### src/rtl/ac_store_unit_pkg.sv
`default_nettype none
// ============================================================================
// Module      : ac_store_unit_pkg
// Description : Shared processor definitions for the accumulator store path.
// Revision    : 1.0 - initial release
// ============================================================================
package ac_store_unit_pkg;

    localparam int c_data_w = 16;
    localparam int c_addr_w = 16;

    typedef enum logic [1:0] {
        IDLE  = 2'd0,
        WRITE = 2'd1,
        DONE  = 2'd2
    } store_state_e;

endpackage
`default_nettype wire

### src/rtl/store_fifo.sv
`default_nettype none
// ============================================================================
// Module      : store_fifo
// Description : Power-of-two depth FIFO; a pop frees a slot for a same-cycle push.
// Revision    : 1.0 - initial release
// ============================================================================
module store_fifo #(
    parameter int WIDTH = 32,
    parameter int DEPTH = 4
) (
    input  logic                     clk,
    input  logic                     rst,
    input  logic                     i_push,
    input  logic                     i_pop,
    input  logic [WIDTH-1:0]         i_wdata,
    output logic [WIDTH-1:0]         o_rdata,
    output logic                     o_full,
    output logic                     o_empty,
    output logic [$clog2(DEPTH):0]   o_count
);

    localparam int PTR_W = $clog2(DEPTH);
    localparam logic [PTR_W:0] c_depth = (PTR_W+1)'(DEPTH);

    logic [WIDTH-1:0] r_mem [DEPTH];
    logic [PTR_W-1:0] r_rd_ptr;
    logic [PTR_W-1:0] r_wr_ptr;
    logic [PTR_W:0]   r_count;
    logic             w_do_pop;
    logic             w_do_push;

    assign w_do_pop  = i_pop & (r_count != '0);
    assign w_do_push = i_push & ((r_count != c_depth) | w_do_pop);

    // Pointers wrap on their own because DEPTH is a power of two.
    always_ff @(posedge clk or posedge rst) begin
        if (rst) begin
            r_rd_ptr <= '0;
            r_wr_ptr <= '0;
            r_count  <= '0;
        end else begin
            if (w_do_push) r_wr_ptr <= r_wr_ptr + 1'b1;
            if (w_do_pop)  r_rd_ptr <= r_rd_ptr + 1'b1;
            case ({w_do_push, w_do_pop})
                2'b10:   r_count <= r_count + 1'b1;
                2'b01:   r_count <= r_count - 1'b1;
                default: r_count <= r_count;
            endcase
        end
    end

    always_ff @(posedge clk) begin
        if (w_do_push) r_mem[r_wr_ptr] <= i_wdata;
    end

    assign o_rdata = r_mem[r_rd_ptr];
    assign o_full  = (r_count == c_depth);
    assign o_empty = (r_count == '0);
    assign o_count = r_count;

endmodule
`default_nettype wire

### src/rtl/ac_store_unit.sv
`default_nettype none
// ============================================================================
// Module      : ac_store_unit
// Description : Queues accumulator stores and drains them to memory with timeout.
// Revision    : 1.0 - initial release
// ============================================================================
module ac_store_unit
    import ac_store_unit_pkg::*;
#(
    parameter int DATA_W  = c_data_w,
    parameter int ADDR_W  = c_addr_w,
    parameter int DEPTH   = 4,
    parameter int TIMEOUT = 15
) (
    input  logic              clock,
    input  logic              reset,
    input  logic              store_req,
    input  logic [ADDR_W-1:0] store_addr,
    input  logic [DATA_W-1:0] ac_data,
    output logic              full,
    output logic              busy,
    output logic [ADDR_W-1:0] mem_addr,
    output logic [DATA_W-1:0] mem_wdata,
    output logic              mem_we,
    input  logic              mem_ready,
    output logic              done,
    output logic              overflow,
    output logic              timeout_err,
    input  logic              clear_err
);

    localparam int WAIT_W = $clog2(TIMEOUT + 1);
    localparam logic [WAIT_W-1:0] c_wait_last = WAIT_W'(TIMEOUT - 1);

    store_state_e              r_state;
    store_state_e              w_state_next;
    logic [WAIT_W-1:0]         r_wait;
    logic [ADDR_W-1:0]         r_mem_addr;
    logic [DATA_W-1:0]         r_mem_wdata;
    logic                      r_overflow;
    logic                      r_timeout_err;
    logic                      w_load;
    logic                      w_pop;
    logic                      w_abort;
    logic                      w_drop;
    logic                      w_mem_we;
    logic                      w_done;
    logic                      w_full;
    logic                      w_empty;
    logic [$clog2(DEPTH):0]    w_count;
    logic [ADDR_W+DATA_W-1:0]  w_head;

    store_fifo #(
        .WIDTH (ADDR_W + DATA_W),
        .DEPTH (DEPTH)
    ) u_fifo (
        .clk     (clock),
        .rst     (reset),
        .i_push  (store_req),
        .i_pop   (w_pop),
        .i_wdata ({store_addr, ac_data}),
        .o_rdata (w_head),
        .o_full  (w_full),
        .o_empty (w_empty),
        .o_count (w_count)
    );

    // A pop in the same cycle makes room, so only an unrelieved full drops.
    assign w_drop = store_req & w_full & ~w_pop;

    always_comb begin
        w_state_next = r_state;
        w_load       = 1'b0;
        w_pop        = 1'b0;
        w_abort      = 1'b0;
        w_mem_we     = 1'b0;
        w_done       = 1'b0;
        case (r_state)
            IDLE: begin
                if (!w_empty) begin
                    w_load       = 1'b1;
                    w_state_next = WRITE;
                end
            end
            WRITE: begin
                w_mem_we = 1'b1;
                if (mem_ready) begin
                    w_pop        = 1'b1;
                    w_state_next = DONE;
                end else if (r_wait == c_wait_last) begin
                    w_pop        = 1'b1;
                    w_abort      = 1'b1;
                    w_state_next = IDLE;
                end
            end
            DONE: begin
                w_done       = 1'b1;
                w_state_next = IDLE;
            end
            default: w_state_next = IDLE;
        endcase
    end

    always_ff @(posedge clock or posedge reset) begin
        if (reset) begin
            r_state       <= IDLE;
            r_wait        <= '0;
            r_mem_addr    <= '0;
            r_mem_wdata   <= '0;
            r_overflow    <= 1'b0;
            r_timeout_err <= 1'b0;
        end else begin
            r_state <= w_state_next;
            if (w_load) begin
                r_wait      <= '0;
                r_mem_addr  <= w_head[ADDR_W+DATA_W-1:DATA_W];
                r_mem_wdata <= w_head[DATA_W-1:0];
            end else if (r_state == WRITE && !mem_ready) begin
                r_wait <= r_wait + 1'b1;
            end
            // Error events take priority over a same-cycle clear.
            if (w_drop)         r_overflow <= 1'b1;
            else if (clear_err) r_overflow <= 1'b0;
            if (w_abort)        r_timeout_err <= 1'b1;
            else if (clear_err) r_timeout_err <= 1'b0;
        end
    end

    assign full        = w_full;
    assign busy        = (w_count != '0) | (r_state != IDLE);
    assign mem_addr    = r_mem_addr;
    assign mem_wdata   = r_mem_wdata;
    assign mem_we      = w_mem_we;
    assign done        = w_done;
    assign overflow    = r_overflow;
    assign timeout_err = r_timeout_err;

endmodule
`default_nettype wire

### config.mk
export PLATFORM = sky130hd
export DESIGN_NAME = ac_store_unit
export DESIGN_NICKNAME = d
export VERILOG_FILES = /design/src/rtl/ac_store_unit_pkg.sv /design/src/rtl/store_fifo.sv /design/src/rtl/ac_store_unit.sv
export SDC_FILE = /design/constraint.sdc
export NUM_CORES = 1
export LEC_CHECK = 0
export ABC_AREA = 1
export CAP_MARGIN = 20
export CORE_ASPECT_RATIO = 1.5
export CORE_UTILIZATION = 25
export DETAILED_ROUTE_END_ITERATION = 10
export HOLD_SLACK_MARGIN = 0.05
export RECOVER_POWER = 50
export SLEW_MARGIN = 20
export SYNTH_ARGS = -nofsm -noshare
export SYNTH_HDL_FRONTEND = slang
export SYNTH_SLANG_ARGS = --single-unit
### constraint.sdc
create_clock -name clock -period 8.9 [get_ports clock]
set_input_delay 2.67 -clock clock [delete_from_list [all_inputs] [get_ports clock]]
set_output_delay 2.67 -clock clock [all_outputs]
set_load 0.005 [all_outputs]
==> results of run 1 <==
[worst max path at each step]
| stage | start | to | slack [ns] |
|---|---|---|---|
| final | reset | u_fifo.r_rd_ptr[1] | 3.12 |
| after global routing | reset | u_fifo.r_rd_ptr[1] | 2.43 |
| after CTS | mem_ready | u_fifo.r_mem[3][10] | 4.34 |
| after detailed placement | mem_ready | u_fifo.r_mem[3][2] | 3.89 |
| after global placement | mem_ready | u_fifo.r_mem[3][2] | 3.98 |
| after floorplan | mem_ready | u_fifo.r_mem[0][0] | 4.03 |
[logic make-up (layout without fill, tap and decap cells)]
family,after synthesis,count (layout)
other,0,2
AOI/OAI and AO/OA,107,107
xor gates and xnor gates,4,4
DFF,175,175
buffers and inverters,51,133
adders and majority gates,8,8
and+or+nand+nor,229,229
[flip-flops by register name, indices dropped and copies added (netlist names)]
register,flops
u_fifo.r_mem,128
mem_addr,16
mem_wdata,16
r_wait,4
u_fifo.o_count,3
r_state,2
u_fifo.r_rd_ptr,2
u_fifo.r_wr_ptr,2
overflow,1
timeout_err,1
[layer usage]
metal  vias up  wire, um  GRT usage, %
met3        15       643         2.353
met1      2024      5771         11.61
li1       2101         -             -
met4         0       218         4.936
met5         -         0             0
met2        64      7537         19.09
[power groups by stage]
stage               Sequential, uW  Combinational (uW)  Clock, uW
global route                  1270                1070        820
floorplan                     1220                 679          0
CTS                           1240                 973        790
finish                        1240                 929        774
detailed placement            1260                 969          0
global placement              1250                 952          0
[area by class of cell]
class / count / area share (%)
Clock buffer: 18 / 5.092
Inverter: 23 / 1.016
Antenna cell: 2 / 0.05803
Timing Repair Buffer: 78 / 9.038
Tap cell: 342 / 4.962
Clock inverter: 14 / 2.075
Sequential cell: 175 / 58.26
Multi-Input combinational cell: 348 / 19.50
[placed cells by master, fill, tap and decap left out, types with 3 or more instances in the layout]
master           netlist  routed
nand2_2               30      30
nand3_1                9       9
a21oi_1                3       3
o21ai_1               49      21
nor2_1               106     102
edfxtp_1             128     128
dfrtp_1               47      45
inv_6                  0       5
clkbuf_16              0      17
bufinv_16              0       3
ha_1                   7       7
inv_1                 20      19
dlygate4sd3_1          0      34
nor2_4                 1       5
nand2_1               80      80
clkdlybuf4s50_1        0      40
o21ai_0               53      82
clkinv_4               0       3
[critical path: cells and delay by family]
family                 cells  cell delay, ns
buffers and inverters      3            2.62
[stage by stage]
step	setup WS (ns)	std cells	utilization, %	cell area, um^2	total power (uW)
CTS	4.344	997	31.50	8603	3007
finish	3.119	1000	31.58	8625	2941
global route	2.434	998	31.56	8620	3161
floorplan	4.029	574	-	6980	1895
global placement	3.977	965	29.24	7985	2205
detailed placement	3.891	965	29.24	7985	2226
[synth_stat cells (all sizes together)]
cell type	number
nand3	11
fa	1
edfxtp	128
nor3	1
dfrtp	47
inv	23
clkbuf	4
ha	7
buf	24
o22ai	1
a21oi	3
xnor2	2
nand2	110
o21ai	103
xor2	2
nor2	107
==> impl_metrics.toml, run 1 <==
[pwr]
power_leakage_uw = 0.003184
combPwrFrac_pct = 31.6
intPower_uw = 1939
ir_worst_vdd_uv = 154.6
sequentialPowerShare_pct = 42.1
power_density_nw_per_um2 = 341.1
p_switching_uw = 1003
clockPowerShare_pct = 26.3
switching_share_pct = 34.09

[synthesis]
syn_inst = 574
yosysSeqAreaShare_pct = 71.91
synth_area_per_cell_um2 = 12.16
yosysWarnings = 0
synth_cell_types = 25
synth_area_um2 = 6980
synth_top_cell_by_area = "edfxtp_1"
synth_top_family_by_area = "simple AND/OR/NAND/NOR gates"
synth_compound_area_share_pct = 7.743
netlist.area_leader.share_pct = 55.06
syn_nets = 619
synth.area.top_cells = "edfxtp_1, dfrtp_1, nor2_1"
ys_seq_elements = 175
synthSimpleGateAreaFrac_pct = 13.93
synthAdderAreaFrac_pct = 1.541
synth_xor_area_share_pct = 0.5019
synth.mux.area_fraction_pct = 0

[place]
io_buffers = 74
place_congestion = 0.7169
place_hpwl_mm = 8.672

[clock_tree]
cts_setup_buffers = 0
root_buffer = "clkbuf_16"
clk_pin_slew_ns = 0.07
clk_path_buf_depth = 2
ctsHoldBuffers = 0
clkLatencyLatePin_ns = 0.42
htree_levels = 4
cts-buffers-inserted = 17
cts_tree = "yes"
ctsResizeCount = 0
clock-sinks = 175

[global_route]
grt_pass1_vias = 4354
grt_pass1_wl_mm = 22.86
antenna_found_initial = 1
grt_max_degree = 67
gr-total-overflow = 0
track_usage_pct = 10.47

[layout]
fillerInstances = 2676
nNetsFinal = 688
drive_above_1_share_pct = 11.74
synthToLayoutAreaGrowth_pct = 23.55
multi_input_area_um2 = 1682
seq_area_um2 = 5025

[sta]
fin_tns_setup_ns = 0
setup_violations = 0
period_needed_ns = 5.781
finClkSkew_ns = 0.01342
finalHoldViolations = 0
clock.fmax_mhz = 173.0
worstMarginPinSlew_ns = 2.828
max_slew_margin_pct = -88.55
finalCritPeriodShare_pct = 64.96
rsz0062_at_grt = "false"
hold-worst-slack_ns = 0.4869
drv_slew = 114

[hold_path]
hp-class = "register to register"
min_from = "mem_wdata[2]"
hold_end = "mem_wdata[2]"
whs_path_depth = 2

[setup_path]
rr_worst_depth = 6
r2r_slack_ns = 4.84
regToRegEndpoint = "mem_addr[6]"
crit_path_start_kind = "primary input"
cp_data_required_time_ns = 8.42
worst_path_max_delay_cell = "clkbuf_1"
crit_fanout = 47
cp-end-kind = "async pin"
arrival_ns = 5.30
reg2reg_from = "u_fifo.r_rd_ptr[0]"
slowest_delay_ns = 2.00
crit_type = "primary input to async pin"
crit_chain = "dlygate4sd3_1 > clkinv_1 > clkbuf_1"

[status]
status = "finished, violations left"
violations = "DRC, capacitance limit, slew limit"

[drt]
post-route-drc-count = 8
drt-wirelength-per-cell_um = 14.17
drt_iter0_drc = 298
dr.pass1.iters = 7
ant_nets = 0
viasPerCell = 4.204
drt-total-wl_mm = 14.17
vias = 4204

[job]
cap_viol_max_count = 2

[die]
die_h_um = 206.7
io_pins = 75
rows = 74
die_w_um = 138.4
core-area_um2 = 27310
die-area_um2 = 28610
start_util_pct = 25.56
No activity file was read; power rests on OpenSTA's default activity.
==> run 2, diff against run 1 <==
==> constraint.sdc (replaced) <==
create_clock -name clock -period 5.81 [get_ports clock]
set_input_delay 1.743 -clock clock [delete_from_list [all_inputs] [get_ports clock]]
set_output_delay 1.743 -clock clock [all_outputs]
set_load 0.005 [all_outputs]
==> impl_metrics.toml, run 2 (synthesized netlist as in run 1, its figures left out) <==
[status]
status = "finished, violations left"
violations = "DRC, capacitance limit, slew limit"

[die]
start_util_pct = 25.56
rows = 74
die_h_um = 206.7
core-area_um2 = 27310
io_pins = 75
die_w_um = 138.4
die-area_um2 = 28610

[sta]
finClkSkew_ns = 0.01153
max_slew_margin_pct = -15.56
fin_tns_setup_ns = 0
period_needed_ns = 3.639
drv_slew = 40
clock.fmax_mhz = 274.8
setup_violations = 0
hold-worst-slack_ns = 0.4883
finalCritPeriodShare_pct = 62.63
rsz0062_at_grt = "false"
worstMarginPinSlew_ns = 1.733
finalHoldViolations = 0

[setup_path]
crit_type = "primary input to register"
worst_path_max_delay_cell = "nor2_4"
slowest_delay_ns = 0.84
regToRegEndpoint = "mem_wdata[2]"
crit_fanout = 32
cp-end-kind = "register"
crit_chain = "dlygate4sd3_1 > inv_1 > nand2_1 > nand2_1 > nand2_1 > nand2_2 > nor2_4"
rr_worst_depth = 7
crit_path_start_kind = "primary input"
r2r_slack_ns = 2.32
arrival_ns = 3.68
cp_common_cell = "nand2_1"
cp_data_required_time_ns = 5.85
reg2reg_from = "u_fifo.r_rd_ptr[0]"

[clock_tree]
ctsResizeCount = 0
ctsHoldBuffers = 0
clk_path_buf_depth = 2
clkLatencyLatePin_ns = 0.42
clock-sinks = 175
clk_pin_slew_ns = 0.06
cts-buffers-inserted = 17
htree_levels = 4
root_buffer = "clkbuf_16"
cts_setup_buffers = 0
cts_tree = "yes"

[pwr]
ir_worst_vdd_uv = 214.2
power_leakage_uw = 0.003169
power_density_nw_per_um2 = 518.5
power_uw = 4447

[layout]
multi_input_area_um2 = 1682
fillerInstances = 2665
nNetsFinal = 689
final_cell_mix = "edfxtp_1, nor2_1, nand2_1"
final_area_um2 = 8576
seq_area_um2 = 5022
layout_commonest_cell = "edfxtp_1"
synthToLayoutAreaGrowth_pct = 22.85
largest_register_ffs = 128
drive_above_1_share_pct = 11.57
top_register = "u_fifo.r_mem"

[place]
place_hpwl_mm = 9.146
io_buffers = 74
place_congestion = 0.6873
dpl_cell_area_um2 = 8013

[hold_path]
min_from = "mem_wdata[8]"
hp-class = "register to register"
hold_end = "mem_wdata[8]"
whs_path_depth = 2

[drt]
dr.pass1.iters = 7
drt-wirelength-per-cell_um = 14.86
drt-total-wl_mm = 14.86
drt_iter0_drc = 284
vias = 4264
viasPerCell = 4.264
ant_nets = 0
post-route-drc-count = 8

[global_route]
antenna_found_initial = 2
grt_pass1_vias = 4378
grt_max_degree = 67
grt_pass1_wl_mm = 23.58
track_usage_pct = 10.94
gr-total-overflow = 0

[job]
cap_viol_max_count = 1
[run 2: cell types whose count changed in the layout (fill, tap and decap cells not counted), moves of 2 or more]
cell       delta
o21ai_1       +5
bufinv_16     -2
buf_4         +2
o21ai_0       -5
clkbuf_1      +2
[run 2: per-layer routing]
layer  global-route usage, %  part of all wire, %  up-vias
met3                   2.491                  4.3       13
met4                   5.056                  1.5        2
li1                        -                    -     2088
met5                       0                0.087        -
met2                   20.41                   54       68
met1                   11.75                   40     2093
[run 2: worst max path at each step]
stage	cells after the start	start	to	slack, ns
2_1_floorplan	6	mem_ready	u_fifo.r_mem[0][0]	1.87
3_3_place_gp	7	mem_ready	u_fifo.r_mem[3][8]	1.79
3_5_place_dp	7	mem_ready	u_fifo.r_mem[2][9]	1.70
4_1_cts	7	mem_ready	u_fifo.r_mem[2][3]	2.15
5_1_grt	7	u_fifo.r_rd_ptr[0]	mem_wdata[2]	1.91
6_report	7	mem_ready	u_fifo.r_mem[1][10]	2.17
[run 2: final cells by class]
cell class | count | share of cell area [%]
Multi-Input combinational cell | 348 | 19.61
Inverter | 23 | 1.007
Timing Repair Buffer | 79 | 9.031
Antenna cell | 1 | 0.02918
Sequential cell | 175 | 58.56
Clock inverter | 12 | 1.430
Tap cell | 342 | 4.990
Clock buffer | 20 | 5.340
[run 2: report_power, final]
part	internal [uW]	switching, uW	leakage (uW)
clock	625	494	0.000274
sequential	1700	140	0.00175
combinational	566	920	0.00114
[run 2: critical path, delay by kind of cell]
family	cells	cell delay (ns)
and+or+nand+nor	5	1.31
buffers and inverters	2	0.58
[run 2: through the flow]
stage                     instances  worst slack, ns  utilization (%)
final                          1000            2.171            31.40
after global routing            999            1.914            31.39
after CTS                       999            2.154            31.46
after detailed placement        967            1.704            29.34
after global placement          966            1.789            29.26
after floorplan                 574            1.866                -
